$ cat config.mk
export PLATFORM = sky130hd
export DESIGN_NAME = semaforo_ctrl
export DESIGN_NICKNAME = d
export VERILOG_FILES = /design/src/rtl/semaforo_pkg.sv /design/src/rtl/semaforo_ctrl_tick_timer.sv /design/src/rtl/semaforo_ctrl.sv
export SDC_FILE = /design/constraint.sdc
export NUM_CORES = 1
export LEC_CHECK = 0
export CAP_MARGIN = 25
export CORE_AREA = 4 4 55 57
export CTS_CLUSTER_DIAMETER = 30
export DETAILED_ROUTE_END_ITERATION = 8
export DIE_AREA = 0 0 59 61
export HOLD_SLACK_MARGIN = 0.15
export PLACE_DENSITY = 0.65
export SYNTH_ARGS = -nofsm -noshare
export SYNTH_HDL_FRONTEND = slang
export SYNTH_SLANG_ARGS = --single-unit
$ cat constraint.sdc
create_clock -name clk -period 3.55 [get_ports clk]
set_input_delay 0.355 -clock clk [delete_from_list [all_inputs] [get_ports clk]]
set_output_delay 0.355 -clock clk [all_outputs]
set_load 0.01 [all_outputs]
$ cat src/rtl/semaforo_pkg.sv
// Shared definitions for the intersection sequencer and the per-lamp semaphore decoders.
package semaforo_pkg;

  localparam logic [1:0] LIGHT_RED    = 2'b00;
  localparam logic [1:0] LIGHT_YELLOW = 2'b01;
  localparam logic [1:0] LIGHT_GREEN  = 2'b10;
  localparam logic [1:0] LIGHT_OFF    = 2'b11;

  typedef enum logic [3:0] {
    ST_FLASH  = 4'd0,
    ST_MAIN_G = 4'd1,
    ST_MAIN_Y = 4'd2,
    ST_CLR_A  = 4'd3,
    ST_PED_G  = 4'd4,
    ST_CLR_P  = 4'd5,
    ST_SIDE_G = 4'd6,
    ST_SIDE_Y = 4'd7,
    ST_CLR_B  = 4'd8
  } state_t;

  typedef struct packed {
    logic [1:0] main_l;
    logic [1:0] side_l;
    logic [1:0] ped_l;
  } lights_t;

  // Light pattern for a state; anything unrecognised shows all red.
  function automatic lights_t lights_of(input state_t st, input logic flash_ph);
    lights_t l;
    l = '{LIGHT_RED, LIGHT_RED, LIGHT_RED};
    case (st)
      ST_MAIN_G: l.main_l = LIGHT_GREEN;
      ST_MAIN_Y: l.main_l = LIGHT_YELLOW;
      ST_SIDE_G: l.side_l = LIGHT_GREEN;
      ST_SIDE_Y: l.side_l = LIGHT_YELLOW;
      ST_PED_G:  l.ped_l  = LIGHT_GREEN;
      ST_FLASH: begin
        l.main_l = flash_ph ? LIGHT_OFF : LIGHT_YELLOW;
        l.side_l = flash_ph ? LIGHT_OFF : LIGHT_YELLOW;
      end
      default: l = '{LIGHT_RED, LIGHT_RED, LIGHT_RED};
    endcase
    return l;
  endfunction

endpackage

$ cat src/rtl/semaforo_ctrl_tick_timer.sv
// Loadable down-counter of ticks; flags zero so the sequencer knows the current phase has expired.
module tick_timer #(
  parameter int              CNT_W   = 4,
  parameter logic [CNT_W-1:0] RST_VAL = {CNT_W{1'b0}}
) (
  input  logic             clk,
  input  logic             reset,
  input  logic             i_load,
  input  logic [CNT_W-1:0] i_value,
  input  logic             i_tick,
  output logic             o_zero
);

  logic [CNT_W-1:0] r_cnt;

  // Load wins over counting; the counter parks at zero until reloaded.
  always_ff @(posedge clk or posedge reset) begin
    if (reset) begin
      r_cnt <= RST_VAL;
    end else if (i_load) begin
      r_cnt <= i_value;
    end else if (i_tick && (r_cnt != {CNT_W{1'b0}})) begin
      r_cnt <= r_cnt - {{(CNT_W-1){1'b0}}, 1'b1};
    end else begin
      r_cnt <= r_cnt;
    end
  end

  assign o_zero = (r_cnt == {CNT_W{1'b0}});

endmodule

$ cat src/rtl/semaforo_ctrl.sv
// Intersection sequencer: main road, side road and a latched pedestrian phase, with flashing-yellow mode.
module semaforo_ctrl
  import semaforo_pkg::*;
#(
  parameter int T_GREEN  = 8,
  parameter int T_YELLOW = 3,
  parameter int T_CLEAR  = 2,
  parameter int T_PED    = 6,
  parameter int CNT_W    = 4
) (
  input  logic       clk,
  input  logic       reset,
  input  logic       en,
  input  logic       tick,
  input  logic       ped_req,
  output logic       ped_ack,
  output logic [1:0] light_main,
  output logic [1:0] light_side,
  output logic [1:0] light_ped
);

  localparam logic [CNT_W-1:0] D_GREEN  = CNT_W'(T_GREEN - 1);
  localparam logic [CNT_W-1:0] D_YELLOW = CNT_W'(T_YELLOW - 1);
  localparam logic [CNT_W-1:0] D_CLEAR  = CNT_W'(T_CLEAR - 1);
  localparam logic [CNT_W-1:0] D_PED    = CNT_W'(T_PED - 1);

  state_t           r_state;
  logic             r_ped_pend;
  logic             r_ped_ack;
  logic             r_flash_ph;
  lights_t          r_lights;

  state_t           w_nxt;
  logic             w_zero;
  logic             w_adv;
  logic             w_load;
  logic             w_ped_entry;
  logic             w_flash_nxt;
  logic [CNT_W-1:0] w_dur;

  assign w_adv       = tick & w_zero;
  assign w_load      = (w_nxt != r_state);
  assign w_ped_entry = (w_nxt == ST_PED_G) && (r_state != ST_PED_G);

  // Next state: disabling forces FLASH immediately; otherwise phases advance only on an expiring tick.
  always_comb begin
    w_nxt = ST_CLR_B;
    if (!en) begin
      w_nxt = ST_FLASH;
    end else begin
      case (r_state)
        ST_FLASH:  w_nxt = ST_CLR_B;
        ST_MAIN_G: w_nxt = w_adv ? ST_MAIN_Y : ST_MAIN_G;
        ST_MAIN_Y: w_nxt = w_adv ? ST_CLR_A  : ST_MAIN_Y;
        ST_CLR_A:  w_nxt = w_adv ? (r_ped_pend ? ST_PED_G : ST_SIDE_G) : ST_CLR_A;
        ST_PED_G:  w_nxt = w_adv ? ST_CLR_P  : ST_PED_G;
        ST_CLR_P:  w_nxt = w_adv ? ST_SIDE_G : ST_CLR_P;
        ST_SIDE_G: w_nxt = w_adv ? ST_SIDE_Y : ST_SIDE_G;
        ST_SIDE_Y: w_nxt = w_adv ? ST_CLR_B  : ST_SIDE_Y;
        ST_CLR_B:  w_nxt = w_adv ? ST_MAIN_G : ST_CLR_B;
        default:   w_nxt = ST_CLR_B;
      endcase
    end
  end

  // Timer reload value for the state being entered.
  always_comb begin
    w_dur = {CNT_W{1'b0}};
    case (w_nxt)
      ST_MAIN_G, ST_SIDE_G:          w_dur = D_GREEN;
      ST_MAIN_Y, ST_SIDE_Y:          w_dur = D_YELLOW;
      ST_CLR_A, ST_CLR_P, ST_CLR_B:  w_dur = D_CLEAR;
      ST_PED_G:                      w_dur = D_PED;
      default:                       w_dur = {CNT_W{1'b0}};
    endcase
  end

  // Flash phase restarts at 0 on FLASH entry and toggles per tick while flashing.
  always_comb begin
    w_flash_nxt = 1'b0;
    if ((w_nxt == ST_FLASH) && (r_state == ST_FLASH)) begin
      w_flash_nxt = r_flash_ph ^ tick;
    end else begin
      w_flash_nxt = 1'b0;
    end
  end

  tick_timer #(
    .CNT_W   (CNT_W),
    .RST_VAL (D_CLEAR)
  ) u_timer (
    .clk     (clk),
    .reset   (reset),
    .i_load  (w_load),
    .i_value (w_dur),
    .i_tick  (tick),
    .o_zero  (w_zero)
  );

  // State, pedestrian latch and lights all update on the same edge, lights taken from the next state.
  always_ff @(posedge clk or posedge reset) begin
    if (reset) begin
      r_state    <= ST_CLR_B;
      r_ped_pend <= 1'b0;
      r_ped_ack  <= 1'b0;
      r_flash_ph <= 1'b0;
      r_lights   <= '{LIGHT_RED, LIGHT_RED, LIGHT_RED};
    end else begin
      r_state    <= w_nxt;
      r_flash_ph <= w_flash_nxt;
      r_ped_ack  <= w_ped_entry;
      r_lights   <= lights_of(w_nxt, w_flash_nxt);
      if (w_ped_entry) begin
        r_ped_pend <= 1'b0;
      end else if (ped_req && (r_state != ST_PED_G) && (r_state != ST_CLR_P)) begin
        r_ped_pend <= 1'b1;
      end else begin
        r_ped_pend <= r_ped_pend;
      end
    end
  end

  assign ped_ack    = r_ped_ack;
  assign light_main = r_lights.main_l;
  assign light_side = r_lights.side_l;
  assign light_ped  = r_lights.ped_l;

endmodule

Word level (Yosys, flattened, before mapping)
Memory sizes are Yosys's and may differ from the RTL's.
Index checks and enable logic that the tools add are counted.

cells by class
  add/sub/neg operators = 1
  multiply operators = 0
  div/mod/pow operators = 0
  order comparisons = 0
  equal/unequal tests = 16
  shift operators = 0
  multiplexer cells = 20
  bitwise gates (word level) = 2
  reductions and logical operators = 11

operators by type and width
  cell                                                                     number
  4-bit one-hot mux with 8 select lines                                    1
  4-bit by 3-bit == test with 1-bit output, second input constant          7
  4-bit two-way mux                                                        5
  4-bit by 2-bit == test with 1-bit output, second input constant          3
  4-bit logical NOT                                                        3
  2-bit one-hot mux with 3 select lines                                    2
  2-bit two-way mux                                                        5
  4-bit by 1-bit == test with 1-bit output, second input constant          2
  4-bit by 3-bit inequality test with 1-bit output, second input constant  2
  1-bit two-way mux                                                        6
  1-bit logical AND                                                        5
  4-bit == test, second input constant                                     1
  4-bit inequality test                                                    1
  2-bit nonzero test                                                       2
  4-bit nonzero test                                                       1
  4-bit by 1-bit subtractor with 4-bit output, second input constant       1
  3-bit two-way mux                                                        1
  1-bit AND                                                                1
  1-bit bitwise XOR                                                        1

word-level totals
  bits in registers = 17
  latch bits = 0
  memory bits (writable) = 0
  bits in read-only memories = 48
  logic and storage cells = 59
  memories kept = 1

memory list
  name             depth  width  read ports  clocked after memory_dff  wr ports  line                 source
  (no name shown)  16     3      1           0                         0         semaforo_ctrl.sv:69  case (w_nxt)

Depth between registers and ports, before layout
  word-level depth = 10
  depth in mapped cells = 14
  gate-level depth less buffers = 12

Modules after synthesis
Synthesis repeated with hierarchy kept, for this count alone.

unflattened totals
  cells, all modules = 109
  area total of the unflattened synthesis = 1,051.0 um^2

modules (own cells, without submodules)
  module         times used  cells an instance  area an instance (um^2)  seq. area each (um^2)
  semaforo_ctrl  1           81                 788.3                    301.5
  tick_timer     1           28                 262.8                    101.3

Least setup slack after synthesis
OpenSTA, ideal clock, no wires.

  kind = reg-to-reg
  from = register u_timer.r_cnt[0]
  to = register u_timer.r_cnt[0]
  library setup time = 78 ps
  data arrival time = 2,666 ps
  required time = 3,472 ps
  setup slack = 806 ps
  stages on the path, launching flop included = 15
  path buffers = 2
  period minus slack after synthesis = 2,744 ps
  cell sequence = dfstp_2 -> inv_1 -> ha_1 -> and4bb_1 -> buf_6 -> o211a_1 -> a21oi_1 -> nand2_1 -> ha_1 -> clkbuf_1 -> o2bb2ai_1 -> nand3_1 -> o311ai_0 -> a211o_1 -> a31o_2

between the ends
  word-level cells in the longest chain between the ends = 7

RTL lines
  item                                                        line                            source
  from (decl)                                                 semaforo_ctrl_tick_timer.sv:14  logic [CNT_W-1:0] r_cnt;
  from (signal assigned)                                      semaforo_ctrl_tick_timer.sv:21  r_cnt <= i_value;
  from (signal assigned)                                      semaforo_ctrl_tick_timer.sv:23  r_cnt <= r_cnt - {{(CNT_W-1){1'b0}}, 1'b1};
  from (signal assigned)                                      semaforo_ctrl_tick_timer.sv:25  r_cnt <= r_cnt;
  4-bit logical NOT                                           semaforo_ctrl_tick_timer.sv:29  assign o_zero = (r_cnt == {CNT_W{1'b0}});
  1-bit AND                                                   semaforo_ctrl.sv:41             assign w_adv = tick & w_zero;
  4-bit two-way mux (tied with other cells)                   semaforo_ctrl.sv:60             ST_CLR_B: w_nxt = w_adv ? ST_MAIN_G : ST_CLR_B;
  4-bit one-hot mux with 8 select lines                       semaforo_ctrl.sv:51             case (r_state)
  4-bit two-way mux                                           semaforo_ctrl.sv:48             if (!en) begin
  memory 16 x 3 bit or 4-bit inequality test (tied branches)  -
  4-bit two-way mux or 2-bit nonzero test (tied branches)     -

Several ways; a longest one is shown, not always the timed one. The select of a mux whose other input is x is not followed.
A chain may end at the register's enable or synchronous reset.

Worst setup path after layout
Ends and elaborated chain as after synthesis.

==> impl_metrics.json <==
{
  "outcome": "complete, no violations",
  "placedCellCount": 159,
  "fin_skew_ps": 2.09,
  "final_common_cell": "dfrtp_1",
  "reg2reg_slack_ps": 650,
  "drv_slew": 0,
  "cts_setup_buffers": 0,
  "grt_pass1_vias": 871,
  "clock_sinks": 16,
  "grt.total_usage_pct": 15.8,
  "setup_viol": 0,
  "htree_num_levels": 1,
  "synth-edff-count": 0,
  "end_kind": "flop",
  "dieHeight_um": 61,
  "cts-hold-fix-buffers": 0,
  "grt_most_used_layer": "met2",
  "seq_area_frac_synth_pct": 35.3,
  "synth_top_area_cell": "dfrtp_1",
  "min_period_over_period_pct": 81.6,
  "dp_hpwl_um": 1800,
  "worst_pin_slew_ps": 581,
  "path_common_cell": "ha_1",
  "diodes": 0,
  "rows": 18,
  "cp_cell_sequence": "inv_1 > ha_1 > and4bb_1 > o211a_1 > a21oi_1 > nand2_1 > ha_1 > o2bb2ai_1 > nand3_1 > o311ai_0 > a211o_1 > a31o_2",
  "n_fill_cell": 243,
  "nets": 145,
  "startpoint_type": "flop",
  "place_congestion": 0.886,
  "maxCapViolations": 0,
  "cts_inserted_buffers": 3,
  "avgRoutedWirePerCell_um": 14.8,
  "portBuffers": 10,
  "ctsRootBufferMaster": "clkbuf_4",
  "required_ps": 3770,
  "layout-drive-gt1-share_pct": 10.5,
  "synth_area_leaders": "dfrtp_1 (31%), ha_1 (6.6%), dfstp_2 (4.6%), nand2_1 (3.6%), inv_1 (3.3%)",
  "relSlewSlack_pct": 61.2,
  "slowest_delay_ps": 540,
  "hold_viol_final": 0,
  "cp_max_fo": 9,
  "async_flop_share_pct": 100,
  "leakage_nw": 0.577,
  "ir_worst_vdd_mv": 0.446,
  "hold_path_class": "input pin to asynchronous set/reset pin",
  "synth_cell_type_count": 50,
  "grtUsageMet1_pct": 21.5,
  "powerDensity_nw_per_um2": 528,
  "viasPerCell": 5.79,
  "drt_iter0_markers": 34,
  "insertion_delay_ps": 280,
  "final_cells": 163,
  "synth_top_cell_area_share_pct": 30.7,
  "route.vias.total": 944,
  "grt_pass1_wl_um": 4260,
  "antenna_found_initial": 0,
  "design.core.area_sq_um": 2480,
  "postRouteAntennaNets": 0,
  "ys.flop_type": "dfrtp_1",
  "pin_count": 12,
  "synth_area_sq_um": 1140,
  "grt_use_met3_pct": 4.04,
  "die_area_sq_um": 3600,
  "die_w_um": 59,
  "rsz0062_at_grt": "no",
  "syn_area_per_cell_sq_um": 8.99,
  "tritoncts": "yes",
  "critical-path-slowest-cell": "dfstp_2",
  "path_class": "flop to flop",
  "final_cell_mix": "dfrtp_1 (14), nand2_1 (11), inv_1 (10), clkdlybuf4s50_1 (10), nor2_1 (9)",
  "start_util_pct": 46.1,
  "cts_buffer_depth": 2,
  "ys_ff_latch": 16,
  "min_period_ps": 2900,
  "synth_cells": 127,
  "grt_max_degree": 18,
  "max_freq_mhz": 345,
  "drt_wl_total_um": 2410,
  "drc_errors": 0,
  "cp_data_arrival_time_ps": 3120,
  "fin_tns_setup_ps": 0,
  "path_clk_slew_ps": 80,
  "gr-total-overflow": 0,
  "yosysWarnings": 0,
  "dr.pass1.iters": 4,
  "syn-num-nets": 138,
  "met2_usage_pct": 24.8,
  "cts_resized": 0,
  "syn2layout_area_growth_pct": 11.8
}
-- sequential cells by signal, summed over array words and instances, names as in the netlist --
signal,flops
light_side,2
light_main,2
r_state,4
u_timer.r_cnt,4
r_flash_ph,1
r_ped_pend,1
light_ped,1
ped_ack,1
-- critical path: cells and delay by family (launching register included) --
family,cells,cell delay (ps)
flip-flops,1,540
adder cells (fa/ha/maj),2,530
AO/OA/AOI/OAI,6,1160
buffers and inverters,1,70
AND/OR/NAND/NOR,3,520
-- stage by stage --
stage / power (mW) / utilization [%] / cell area, sq um / hold slack (ps) / setup slack (ps)
after global routing: 0.739 / 51.6 / 1280 / 468 / 425
after global placement: 0.555 / 50.1 / 1240 / 517 / 609
final: 0.675 / 51.6 / 1280 / 429 / 654
after detailed placement: 0.558 / 50.1 / 1240 / 520 / 521
after floorplan: 0.483 / - / 1140 / 267 / 806
after CTS: 0.680 / 51.6 / 1280 / 437 / 657
-- report_power, final --
part           internal (mW)  leakage [nW]  switching (mW)
Sequential             0.226         0.203          0.0383
Clock                 0.0624        0.0210          0.0537
Combinational          0.132         0.354           0.163
Total                  0.420         0.577           0.255
-- cells in the mapped netlist (2+ instances only) --
| cell | instances |
|---|---|
| ha_1 | 6 |
| nor3_1 | 2 |
| nand2_1 | 11 |
| clkbuf_1 | 6 |
| o211ai_1 | 3 |
| inv_1 | 10 |
| and3_1 | 3 |
| a21oi_1 | 7 |
| xnor2_1 | 2 |
| nor2_1 | 9 |
| or3_1 | 2 |
| dfstp_2 | 2 |
| o21ai_0 | 5 |
| and4b_1 | 2 |
| dfrtp_1 | 14 |
| nand2b_1 | 3 |
| nand3_1 | 6 |
| nor3b_1 | 2 |
-- kinds of logic after synthesis --
family | Yosys count | synth area share [%]
simple gates | 50 | 25.4
fa+ha+maj | 6 | 6.57
flops | 16 | 35.3
compound gates | 31 | 20.8
other cells | 1 | 0.328
xor+xnor | 3 | 2.30
buf+inv | 19 | 7.34
mux | 1 | 1.97
-- metal layers --
metal | wire length (um) | part of all wire [%]
met3 | 100 | 4.1
met2 | 1110 | 46
met1 | 1150 | 48
met4 | 46 | 1.9
met5 | 0 | 0
-- path summary, 6_finish.rpt --
kind,startpoint,endpoint,depth (start not counted)
setup / recovery,u_timer.r_cnt[0],u_timer.r_cnt[0],12
hold / removal,reset,r_flash_ph,2
setup reg to reg,u_timer.r_cnt[0],u_timer.r_cnt[0],12
hold reg to reg,r_ped_pend,r_ped_pend,1
max in group asynchronous,reset,light_side[1],2
min in group clk,r_ped_pend,r_ped_pend,1
-- area by class of cell --
cell class	count	area, sq um	share of cell area, %
Clock buffer	4	36.3	2.84
Multi-Input combinational cell	92	656	51.3
Inverter	10	37.5	2.94
Tap cell	30	37.5	2.94
Timing Repair Buffer	11	108	8.42
Sequential cell	16	403	31.5
(Power assumes the default switching activity.)
